$ cat src/rtl/hazard_scoreboard.sv
// hazard_scoreboard
//
// Hazard detection and forwarding-select unit that sits beside the ID stage
// of an in-order pipeline. It keeps a registered shadow of the destination
// registers still in flight in the STAGES stages after ID. Each cycle it
// compares the ID-stage sources against that shadow.
//
// Parameters:
//   ADDR_W   register-file address width
//   STAGES   post-ID stages tracked (entry 0 = EXE, STAGES-1 = last before WB), 1..7
//   LOAD_LAT a load result is forwardable only from entry index >= LOAD_LAT
//   FWD_EN   1 = forwarding mode (only load-use stalls), 0 = stall on any RAW
//   CNT_W    stall counter width
//
// Ports:
//   clk, rst             rising-edge clock, asynchronous active-low reset
//   src1, src1_valid     first ID source register and its "is read" flag
//   src2, two_src        second ID source register and its "is read" flag
//   id_wb_en, id_dest    ID instruction writes id_dest
//   id_mem_read          ID instruction is a load
//   freeze               whole-pipeline hold: entries and counter keep their values
//   flush                squash the ID instruction (bubble into entry 0)
//   hazard               stall request to IF/ID (combinational)
//   fwd_sel1, fwd_sel2   0 = register file, k = forward from entry k-1 (combinational)
//   stall_count          saturating count of cycles with hazard=1 and freeze=0
//
// There is no handshake and no FSM: the only state is the entry shift
// register and the counter.

module hazard_scoreboard #(
  parameter int ADDR_W   = 4,
  parameter int STAGES   = 2,
  parameter int LOAD_LAT = 1,
  parameter int FWD_EN   = 1,
  parameter int CNT_W    = 16
) (
  input  logic              clk,
  input  logic              rst,
  input  logic [ADDR_W-1:0] src1,
  input  logic [ADDR_W-1:0] src2,
  input  logic              src1_valid,
  input  logic              two_src,
  input  logic              id_wb_en,
  input  logic [ADDR_W-1:0] id_dest,
  input  logic              id_mem_read,
  input  logic              freeze,
  input  logic              flush,
  output logic              hazard,
  output logic [2:0]        fwd_sel1,
  output logic [2:0]        fwd_sel2,
  output logic [CNT_W-1:0]  stall_count
);

  // Entry k models the instruction currently in post-ID stage k.
  logic [STAGES-1:0] ent_valid;
  logic [STAGES-1:0] ent_mem;
  logic [ADDR_W-1:0] ent_dest [STAGES];

  logic       hit1;
  logic       hit2;
  logic [2:0] sel1_raw;
  logic [2:0] sel2_raw;
  logic       ld_stall1;
  logic       ld_stall2;

  // Youngest-match search: scanning from the oldest entry down to entry 0
  // lets the lowest-index (youngest) writer overwrite any older match.
  // Everything here depends only on registered entries and ID inputs, so
  // hazard never feeds back combinationally into the compare.
  always_comb begin
    hit1      = 1'b0;
    hit2      = 1'b0;
    sel1_raw  = 3'd0;
    sel2_raw  = 3'd0;
    ld_stall1 = 1'b0;
    ld_stall2 = 1'b0;
    for (int k = STAGES - 1; k >= 0; k--) begin
      if (src1_valid && ent_valid[k] && (ent_dest[k] == src1)) begin
        hit1      = 1'b1;
        sel1_raw  = 3'(k + 1);
        ld_stall1 = ent_mem[k] && (k < LOAD_LAT);
      end
      if (two_src && ent_valid[k] && (ent_dest[k] == src2)) begin
        hit2      = 1'b1;
        sel2_raw  = 3'(k + 1);
        ld_stall2 = ent_mem[k] && (k < LOAD_LAT);
      end
    end
  end

  always_comb begin
    if (FWD_EN != 0) begin
      // Only a load that is still too young to forward stalls.
      hazard   = ld_stall1 | ld_stall2;
      fwd_sel1 = sel1_raw;
      fwd_sel2 = sel2_raw;
    end else begin
      // No forwarding network: any in-flight writer of a read source stalls.
      hazard   = hit1 | hit2;
      fwd_sel1 = 3'd0;
      fwd_sel2 = 3'd0;
    end
  end

  always_ff @(posedge clk or negedge rst) begin
    if (!rst) begin
      ent_valid   <= '0;
      ent_mem     <= '0;
      for (int k = 0; k < STAGES; k++) begin
        ent_dest[k] <= '0;
      end
      stall_count <= '0;
    end else if (!freeze) begin
      for (int k = STAGES - 1; k > 0; k--) begin
        ent_valid[k] <= ent_valid[k-1];
        ent_mem[k]   <= ent_mem[k-1];
        ent_dest[k]  <= ent_dest[k-1];
      end
      // A stalled or squashed ID instruction does not advance; entry 0
      // receives a bubble instead.
      if (!hazard && !flush) begin
        ent_valid[0] <= id_wb_en;
        ent_mem[0]   <= id_mem_read;
        ent_dest[0]  <= id_dest;
      end else begin
        ent_valid[0] <= 1'b0;
        ent_mem[0]   <= 1'b0;
        ent_dest[0]  <= '0;
      end
      if (hazard && (stall_count != '1)) begin
        stall_count <= stall_count + 1'b1;
      end
    end
  end

endmodule

$ cat config.mk
export PLATFORM = sky130hd
export DESIGN_NAME = hazard_scoreboard
export DESIGN_NICKNAME = d
export VERILOG_FILES = /design/src/rtl/hazard_scoreboard.sv
export SDC_FILE = /design/constraint.sdc
export NUM_CORES = 1
export LEC_CHECK = 0
export ABC_AREA = 1
export CAP_MARGIN = 10
export CORE_AREA = 2 2 63 65
export CTS_BUF_LIST = sky130_fd_sc_hd__clkbuf_4
export DETAILED_ROUTE_END_ITERATION = 8
export DIE_AREA = 0 0 65 67
export PLACE_DENSITY = 0.78
export SYNTH_ARGS = -nofsm -noshare
export SYNTH_HDL_FRONTEND = slang
export SYNTH_SLANG_ARGS = --single-unit
$ cat constraint.sdc
create_clock -name clk -period 1.8 [get_ports clk]
set_input_delay 0.36 -clock clk [delete_from_list [all_inputs] [get_ports clk]]
set_output_delay 0.36 -clock clk [all_outputs]
set_load 0.05 [all_outputs]
==> flow_metrics.env, run 1 <==
export IMPL_status="complete, but fails checks"
export IMPL_violations="negative setup slack"
export IMPL_ir_drop_uv=384
export IMPL_cts_tree="done"
export IMPL_post_route_period_util_pct=112
export IMPL_cts_max_level=1
export IMPL_die_w_um=65
export IMPL_hold_class="in -> async"
export IMPL_final_common_cell="nand2_1"
export IMPL_syn_cell_area_um2=1780
export IMPL_rsz0062_at_grt="yes"
export IMPL_max_cap_violations=0
export IMPL_wire_per_inst_um=13.3
export IMPL_place_area_um2=2340
export IMPL_end_kind="primary output"
export IMPL_start_kind="flip-flop"
export IMPL_drive_above_1_share_pct=25.7
export IMPL_num_antenna_cells=0
export IMPL_die_y_um=67
export IMPL_timing_worst_setup_path_type="reg -> out"
export IMPL_worstPathMaxFanout=4
export IMPL_cts_sinks=27
export IMPL_power_density_nw_per_um2=473
export IMPL_drcViolationCount=0
export IMPL_ys_seq_elements=27
export IMPL_finalHoldViolCount=0
export IMPL_cts_root_buf="clkbuf_4"
export IMPL_synth_seq_area_share_pct=38.1
export IMPL_ctsHoldBuffers=0
export IMPL_slowest_delay_ns=0.45
export IMPL_fin_area_um2=2560
export IMPL_rows=22
export IMPL_grt_remaining_overflow=0
export IMPL_layout_common_cells="88 x nand2_1, 39 x buf_4, 25 x dfrtp_1"
export IMPL_timing_fmax_mhz=496
export IMPL_viasPerCell=5.08
export IMPL_skew_ns=0.0167
export IMPL_hold_worst_slack_ns=0.369
export IMPL_grt_start_max_net_pins=28
export IMPL_syn_inst=258
export IMPL_numCtsBuffers=3
export IMPL_vias=1883
export IMPL_drt_iter0_markers=114
export IMPL_p_leak_nw=1.31
export IMPL_setup_viol=5
export IMPL_firstDrtPassIters=4
export IMPL_crit_family="flip-flops"
export IMPL_timing_final_max_slew_violations=0
export IMPL_setup_ws_ns=-0.217
export IMPL_worstSkewPairLatency_ns=0.33
export IMPL_critPathSlowestCell="dfrtp_1"
export IMPL_die_area_um2=4360
export IMPL_ys_warn_count=0
export IMPL_avgSynthCellArea_um2=6.88
export IMPL_arrival_ns=1.66
export IMPL_start_util_pct=49.2
export IMPL_antenna_found_initial=0
export IMPL_grt_pass1_vias=1666
export IMPL_fin_util_pct=71.1
export IMPL_ant_nets=0
export IMPL_area_delta_synth_final_pct=44.3
export IMPL_drt_total_wl_um=4940
export IMPL_crit_chain="inv_2 -> nand2_1 -> o21ai_2 -> nor4_4 -> buf_4 -> nor2_4 -> buf_6"
export IMPL_period_needed_ns=2.02
export IMPL_dp_hpwl_um=3420
export IMPL_path_clk_slew_ns=0.15
export IMPL_core_um2=3610
export IMPL_grtUsageTotal_pct=22.4
export IMPL_ioPinCount=43
export IMPL_grt_pass1_wl_um=7440
export IMPL_gp_congestion=0.840
export IMPL_clockBufferDepth=2
export IMPL_io_buffers=40
export IMPL_finalNetCount=345
export IMPL_crit_required_ns=1.44
export IMPL_path_buf_inv=3
export IMPL_yosysUniqueCellTypes=27
export IMPL_pre_cts_ws_ns=-0.286
[per-stage QoR]
| stage | setup TNS, ns | instances | total power [mW] |
|---|---|---|---|
| after floorplan | -0.0708 | 259 | 0.797 |
| after global placement | -3.33 | 354 | 0.898 |
| after detailed placement | -4.08 | 354 | 0.905 |
| after CTS | -0.638 | 366 | 1.18 |
| after global routing | -1.33 | 371 | 1.27 |
| final | -0.842 | 371 | 1.21 |
[state kept, by name, indices dropped and copies added, names as in the netlist]
| signal | flops |
|---|---|
| ent_dest | 8 |
| ent_mem | 1 |
| ent_valid | 2 |
| stall_count | 16 |
[power breakdown]
part           internal (mW)  switching, mW  leakage (nW)  total (mW)
registers              0.632         0.0330         0.364       0.665
logic                  0.122          0.161         0.925       0.283
clock network         0.0835          0.182        0.0177       0.265
total                  0.837          0.376          1.31        1.21
[cells by family (layout without fill, tap and decap cells)]
logic type	count (synthesis)	in the layout	synth area share, %
AOI/OAI and AO/OA	14	14	4.44
xor gates and xnor gates	14	14	6.91
adders and majority gates	1	1	0.705
and+or+nand+nor	165	166	40.9
DFF	27	27	38.1
other	1	2	0.211
buffers and inverters	36	99	8.74
[timing repair]
action                                  in CTS  in global routing
resized for setup                           19                 15
buffers inserted                             8                  6
gates cloned                                 0                  1
endpoints found under the setup margin       5                 21
pin swaps                                   10                  4
[cells in the mapped netlist]
cell,instances,share of area [%]
nand2_1,95,20
dfrtp_1,27,38
nand3_1,27,7.6
inv_1,24,5.1
nor2_1,24,5.1
nand4_1,10,3.5
xnor2_1,10,4.9
o21ai_0,7,2.0
inv_2,5,1.1
xor2_1,4,2.0
a21oi_1,3,0.85
buf_4,3,1.3
nand3_2,3,1.7
clkbuf_1,2,0.42
nand2_4,2,1.3
and3_1,1,0.35
buf_2,1,0.28
buf_6,1,0.63
conb_1,1,0.21
ha_1,1,0.70
nor2_2,1,0.35
nor2_4,1,0.63
nor4_1,1,0.35
o211a_1,1,0.56
o21a_1,1,0.42
o21ai_1,1,0.28
o22ai_1,1,0.35
[cell type report]
cell class | count | area, µm²
Tap cell | 48 | 60.1
Clock inverter | 1 | 5.00
Fill cell | 303 | 1040
Inverter | 29 | 111
Timing Repair Buffer | 66 | 612
Clock buffer | 3 | 22.5
Multi-Input combinational cell | 197 | 1070
Sequential cell | 27 | 678
[per-layer routing]
metal,vias to the layer above,GRT usage [%],part of all wire (%)
met4,0,7.71,1.4
met3,8,2.53,2.8
li1,947,-,-
met1,879,28.8,46
met2,49,39.2,49
met5,-,0,0
[path summary, 6_finish.rpt]
check	start	depth (start not counted)	slack [ns]	end
max	ent_dest[5]$_DFFE_PN0N_	7	-0.22	fwd_sel2[1]
min	rst	2	0.37	stall_count[13]$_DFFE_PN0P_
max reg2reg	ent_dest[4]$_DFFE_PN0N_	12	0.09	stall_count[5]$_DFFE_PN0P_
min reg2reg	stall_count[1]$_DFFE_PN0P_	2	0.55	stall_count[1]$_DFFE_PN0P_
max in group asynchronous	rst	2	1.15	stall_count[15]$_DFFE_PN0P_
min in group clk	stall_count[1]$_DFFE_PN0P_	2	0.55	stall_count[1]$_DFFE_PN0P_
(Power assumes the default switching activity.)
==> run 2: changes to the inputs <==
MAX_ROUTING_LAYER = met4   (was not set)
==> flow_metrics.env, run 2 (synthesized netlist as in run 1, its figures left out) <==
export IMPL_p_leak_nw=1.31
export IMPL_gr_usage_met2_pct=39.2
export IMPL_dp_cells=354
export IMPL_post_route_period_util_pct=112
export IMPL_crit_required_ns=1.44
export IMPL_grt_start_max_net_pins=28
export IMPL_switching_share_pct=30.8
export IMPL_timing_final_max_slew_violations=0
export IMPL_timing_worst_setup_path_type="reg -> out"
export IMPL_wire_per_inst_um=13.2
export IMPL_end_kind="primary output"
export IMPL_r2r_slack_ns=0.09
export IMPL_cts_root_buf="clkbuf_4"
export IMPL_setup_ws_ns=-0.217
export IMPL_met1_usage_pct=28.9
export IMPL_drt_iter0_markers=111
export IMPL_start_util_pct=49.2
export IMPL_r2r_cells=11
export IMPL_ir_drop_uv=385
export IMPL_timing_fmax_mhz=496
export IMPL_fin_util_pct=71.1
export IMPL_cts_tree="done"
export IMPL_drt_total_wl_um=4910
export IMPL_cts_sinks=27
export IMPL_area_delta_synth_final_pct=44.3
export IMPL_period_needed_ns=2.02
export IMPL_pwr_share_clk_pct=21.7
export IMPL_p_int_mw=0.837
export IMPL_multi_input_area_um2=1070
export IMPL_clockBufferDepth=2
export IMPL_grt_remaining_overflow=0
export IMPL_use_met3_pct=2.36
export IMPL_vias=1885
export IMPL_ctsHoldBuffers=0
export IMPL_grt_busiest_layer="met2"
export IMPL_num_antenna_cells=0
export IMPL_ioPinCount=43
export IMPL_start_kind="flip-flop"
export IMPL_layout_common_cells="88 x nand2_1, 39 x buf_4, 25 x dfrtp_1"
export IMPL_worstPathMaxFanout=4
export IMPL_final_common_cell="nand2_1"
export IMPL_grtUsageTotal_pct=23.0
export IMPL_gp_congestion=0.853
export IMPL_arrival_ns=1.66
export IMPL_cts_max_level=1
export IMPL_status="complete, but fails checks"
export IMPL_die_area_um2=4360
export IMPL_finalNetCount=345
export IMPL_core_um2=3610
export IMPL_crit_reg2reg_launch="ent_dest[5]$_DFFE_PN0N_"
export IMPL_skew_ns=0.0142
export IMPL_seqPwrFrac_pct=55.0
export IMPL_worstSkewPairLatency_ns=0.33
export IMPL_grt_pass1_vias=1663
export IMPL_p_total_mw=1.21
export IMPL_seq_area_um2=678
export IMPL_reg_top3="stall_count (16), ent_dest (8), ent_valid (2)"
export IMPL_ant_nets=0
export IMPL_switchingPower_mw=0.373
export IMPL_dp_hpwl_um=3420
export IMPL_violations="negative setup slack"
export IMPL_pre_cts_ws_ns=-0.286
export IMPL_rows=22
export IMPL_viasPerCell=5.08
export IMPL_drcViolationCount=0
export IMPL_finalHoldViolCount=0
export IMPL_firstDrtPassIters=4
export IMPL_drive_above_1_share_pct=25.7
export IMPL_numCtsBuffers=3
export IMPL_max_cap_violations=0
export IMPL_place_area_um2=2340
export IMPL_pwr_share_comb_pct=23.3
export IMPL_path_clk_slew_ns=0.15
export IMPL_fillers=303
export IMPL_setup_viol=5
export IMPL_instances_no_fill=371
export IMPL_io_buffers=40
export IMPL_hold_class="in -> async"
export IMPL_die_w_um=65
export IMPL_rsz0062_at_grt="yes"
export IMPL_power_density_nw_per_um2=472
export IMPL_r2r_end="stall_count[5]$_DFFE_PN0P_"
export IMPL_grt_pass1_wl_um=7440
export IMPL_largest_reg_flops=16
export IMPL_fin_area_um2=2560
export IMPL_antenna_found_initial=0
export IMPL_die_y_um=67
export IMPL_regMostFlops="stall_count"
-- run 2: cell counts in the layout (fill, tap and decap cells not counted) --
Identical to the previous run, type by type.
-- run 2: stage by stage --
| step | setup TNS (ns) | hold slack [ns] |
|---|---|---|
| floorplan | -0.0708 | 0.0644 |
| global placement | -3.33 | 0.496 |
| detailed placement | -4.08 | 0.512 |
| CTS | -0.638 | 0.385 |
| global route | -1.33 | 0.389 |
| finish | -0.839 | 0.372 |
-- run 2: final cells by class --
class	count	area share [%]
inverter	29	4.35
timing repair buffer	66	23.9
tap	48	2.34
clock inverter	1	0.195
sequential	27	26.5
multi-input combinational	197	41.9
clock buffer	3	0.879
-- run 2: worst max-delay path by stage --
stage,from,to,slack (ns),cells past startpoint
2_1_floorplan,ent_dest[7]$_DFFE_PN0N_,fwd_sel2[1],-0.07,5
3_3_place_gp,src2[1],fwd_sel2[0],-0.24,7
3_5_place_dp,src2[1],fwd_sel2[0],-0.29,7
4_1_cts,ent_dest[4]$_DFFE_PN0N_,fwd_sel2[1],-0.17,7
5_1_grt,ent_dest[6]$_DFFE_PN0N_,fwd_sel2[1],-0.34,6
6_report,ent_dest[5]$_DFFE_PN0N_,fwd_sel2[1],-0.22,7
-- run 2: power groups by stage --
stage	combinational, mW	clock (mW)	sequential [mW]
after CTS	0.250	0.266	0.663
after detailed placement	0.230	0	0.675
after global placement	0.224	0	0.673
final	0.282	0.263	0.665
after global routing	0.305	0.301	0.668
after floorplan	0.116	0	0.680
-- run 2: routing by layer --
layer | part of all wire, % | vias up
met1 | 45 | 873
met3 | 4.2 | 8
li1 | - | 947
met4 | 1.4 | 0
met5 | 0 | -
met2 | 50 | 57
-- run 2: worst max-delay path, cell delays in order, from the launching register on --
cell	delay, ns
dfrtp_1	0.45
inv_2	0.06
nand2_1	0.07
o21ai_2	0.08
nor4_4	0.32
buf_4	0.18
nor2_4	0.03
buf_6	0.14
-- run 2: timing repair --
item | 4_1_cts | 5_1_grt
cloned | 0 | 1
setup buffers | 8 | 6
pin swaps | 10 | 4
setup endpoints to repair | 5 | 21
resized for setup | 19 | 15
==> run 3: changes to the inputs <==
clock period = 2.2 ns   (was 1.8 ns; I/O delays follow)
==> flow_metrics.env, run 3 (synthesized netlist as in run 1, its figures left out) <==
export IMPL_p_total_mw=0.966
export IMPL_ctsHoldBuffers=0
export IMPL_r2r_end="stall_count[10]$_DFFE_PN0P_"
export IMPL_finalNetCount=325
export IMPL_path_clk_slew_ns=0.17
export IMPL_area_delta_synth_final_pct=33.8
export IMPL_ir_drop_uv=262
export IMPL_cts_resized=0
export IMPL_critPathSlowestCell="clkdlybuf4s50_1"
export IMPL_power_density_nw_per_um2=406
export IMPL_grt_start_max_net_pins=28
export IMPL_rsz0062_at_grt="no"
export IMPL_die_y_um=67
export IMPL_fin_setup_tns_ns=0
export IMPL_io_buffers=40
export IMPL_max_slew_margin_pct=66.6
export IMPL_crit_chain="clkdlybuf4s50_1"
export IMPL_worstSkewPairLatency_ns=0.35
export IMPL_path_buf_inv=1
export IMPL_drt_total_wl_um=4170
export IMPL_post_route_period_util_pct=96.2
export IMPL_dp_hpwl_um=3190
export IMPL_regMostFlops="stall_count"
export IMPL_grt_remaining_overflow=0
export IMPL_grt_pass1_wl_um=7110
export IMPL_clockBufferDepth=2
export IMPL_core_um2=3610
export IMPL_setup_viol=0
export IMPL_status="complete, no violations"
export IMPL_end_kind="primary output"
export IMPL_grtUsageTotal_pct=21.9
export IMPL_fillers=312
export IMPL_drive_above_1_share_pct=12.9
export IMPL_seq_area_um2=676
export IMPL_ant_nets=0
export IMPL_cts_sinks=27
export IMPL_crit_family="buffers and inverters"
export IMPL_num_antenna_cells=0
export IMPL_layout_common_cells="92 x nand2_1, 29 x clkdlybuf4s50_1, 27 x dfrtp_1"
export IMPL_endpoint="stall_count[2]"
export IMPL_crit_required_ns=1.76
export IMPL_multi_input_area_um2=995
export IMPL_gp_congestion=0.874
export IMPL_r2r_cells=9
export IMPL_cts_tree="done"
export IMPL_r2r_slack_ns=0.43
export IMPL_p_leak_nw=1.22
export IMPL_worstPathMaxFanout=6
export IMPL_slowest_delay_ns=0.84
export IMPL_postCtsSetupRepairBufs=0
export IMPL_vias=1739
export IMPL_ioPinCount=43
export IMPL_drt_iter0_markers=87
export IMPL_setup_ws_ns=0.0834
export IMPL_cp_depth=1
export IMPL_arrival_ns=1.68
export IMPL_finalHoldViolCount=0
export IMPL_numCtsBuffers=3
export IMPL_reg_top3="stall_count (16), ent_dest (8), ent_valid (2)"
export IMPL_antenna_found_initial=0
export IMPL_cts_root_buf="clkbuf_4"
export IMPL_cts_max_level=1
export IMPL_die_w_um=65
export IMPL_viasPerCell=4.95
export IMPL_rows=22
export IMPL_drcViolationCount=0
export IMPL_grt_pass1_vias=1565
export IMPL_die_area_um2=4360
export IMPL_final_common_cell="nand2_1"
export IMPL_critPathLaunch="stall_count[2]$_DFFE_PN0P_"
export IMPL_timing_fmax_mhz=472
export IMPL_start_kind="flip-flop"
export IMPL_crit_reg2reg_launch="stall_count[0]$_DFFE_PN0P_"
export IMPL_timing_worst_setup_path_type="reg -> out"
export IMPL_wire_per_inst_um=11.9
export IMPL_hold_class="in -> async"
export IMPL_firstDrtPassIters=4
export IMPL_largest_reg_flops=16
export IMPL_pre_cts_ws_ns=0.0168
export IMPL_start_util_pct=49.2
export IMPL_period_needed_ns=2.12
export IMPL_hold_worst_slack_ns=0.437
export IMPL_instances_no_fill=351
export IMPL_max_cap_violations=0
export IMPL_skew_ns=0.0180
export IMPL_max_slew_worst_pin_slew_ns=0.499
export IMPL_dp_cells=347
export IMPL_timing_final_max_slew_violations=0
==> run 3: cell types whose count changed in the layout (fill, tap and decap cells not counted), sizes merged <==
cell,delta
inv,+1
clkinv,-1
buf,-35
clkdlybuf4s50,+17
dlygate4sd2,-6
dlymetal6s2s,+5
nand2,-1
==> run 3: layout make-up <==
class                   count  area share, %
clock buffers               3          0.948
inverters                  29           4.58
multi-input cells         196           41.9
repair buffers             47           21.3
flip-flops and latches     27           28.4
clock inverters             1          0.369
well taps                  48           2.53
==> run 3: how the worst min path moves through the flow <==
stage / from / end / slack [ns]
final: rst / stall_count[1]$_DFFE_PN0P_ / 0.44
after global routing: rst / stall_count[2]$_DFFE_PN0P_ / 0.44
after CTS: rst / stall_count[1]$_DFFE_PN0P_ / 0.45
after detailed placement: ent_dest[3]$_DFFE_PN0N_ / ent_dest[3]$_DFFE_PN0N_ / 0.52
after global placement: ent_dest[3]$_DFFE_PN0N_ / ent_dest[3]$_DFFE_PN0N_ / 0.50
after floorplan: rst / ent_dest[0]$_DFFE_PN0N_ / 0.14
==> run 3: routing by layer <==
metal / wire length (µm) / vias up / global-route usage (%) / share of wire, %
li1: - / 899 / - / -
met1: 1950 / 791 / 28.1 / 47
met2: 1990 / 45 / 34.8 / 48
met3: 198 / 4 / 4.39 / 4.7
met4: 35 / 0 / 7.18 / 0.84
met5: 0 / - / - / 0
==> run 3: through the flow <==
step | instance area [µm²] | utilization [%]
3_5_place_dp | 2300 | 63.7
6_report | 2380 | 65.9
2_1_floorplan | 1790 | -
4_1_cts | 2330 | 64.6
3_3_place_gp | 2300 | 63.7
5_1_grt | 2380 | 65.9
==> run 3: report_power, final <==
group	leakage (nW)	switching (mW)	total [mW]	internal (mW)
Combinational	0.832	0.108	0.184	0.0761
Sequential	0.367	0.0248	0.541	0.517
Clock	0.0183	0.166	0.240	0.0744
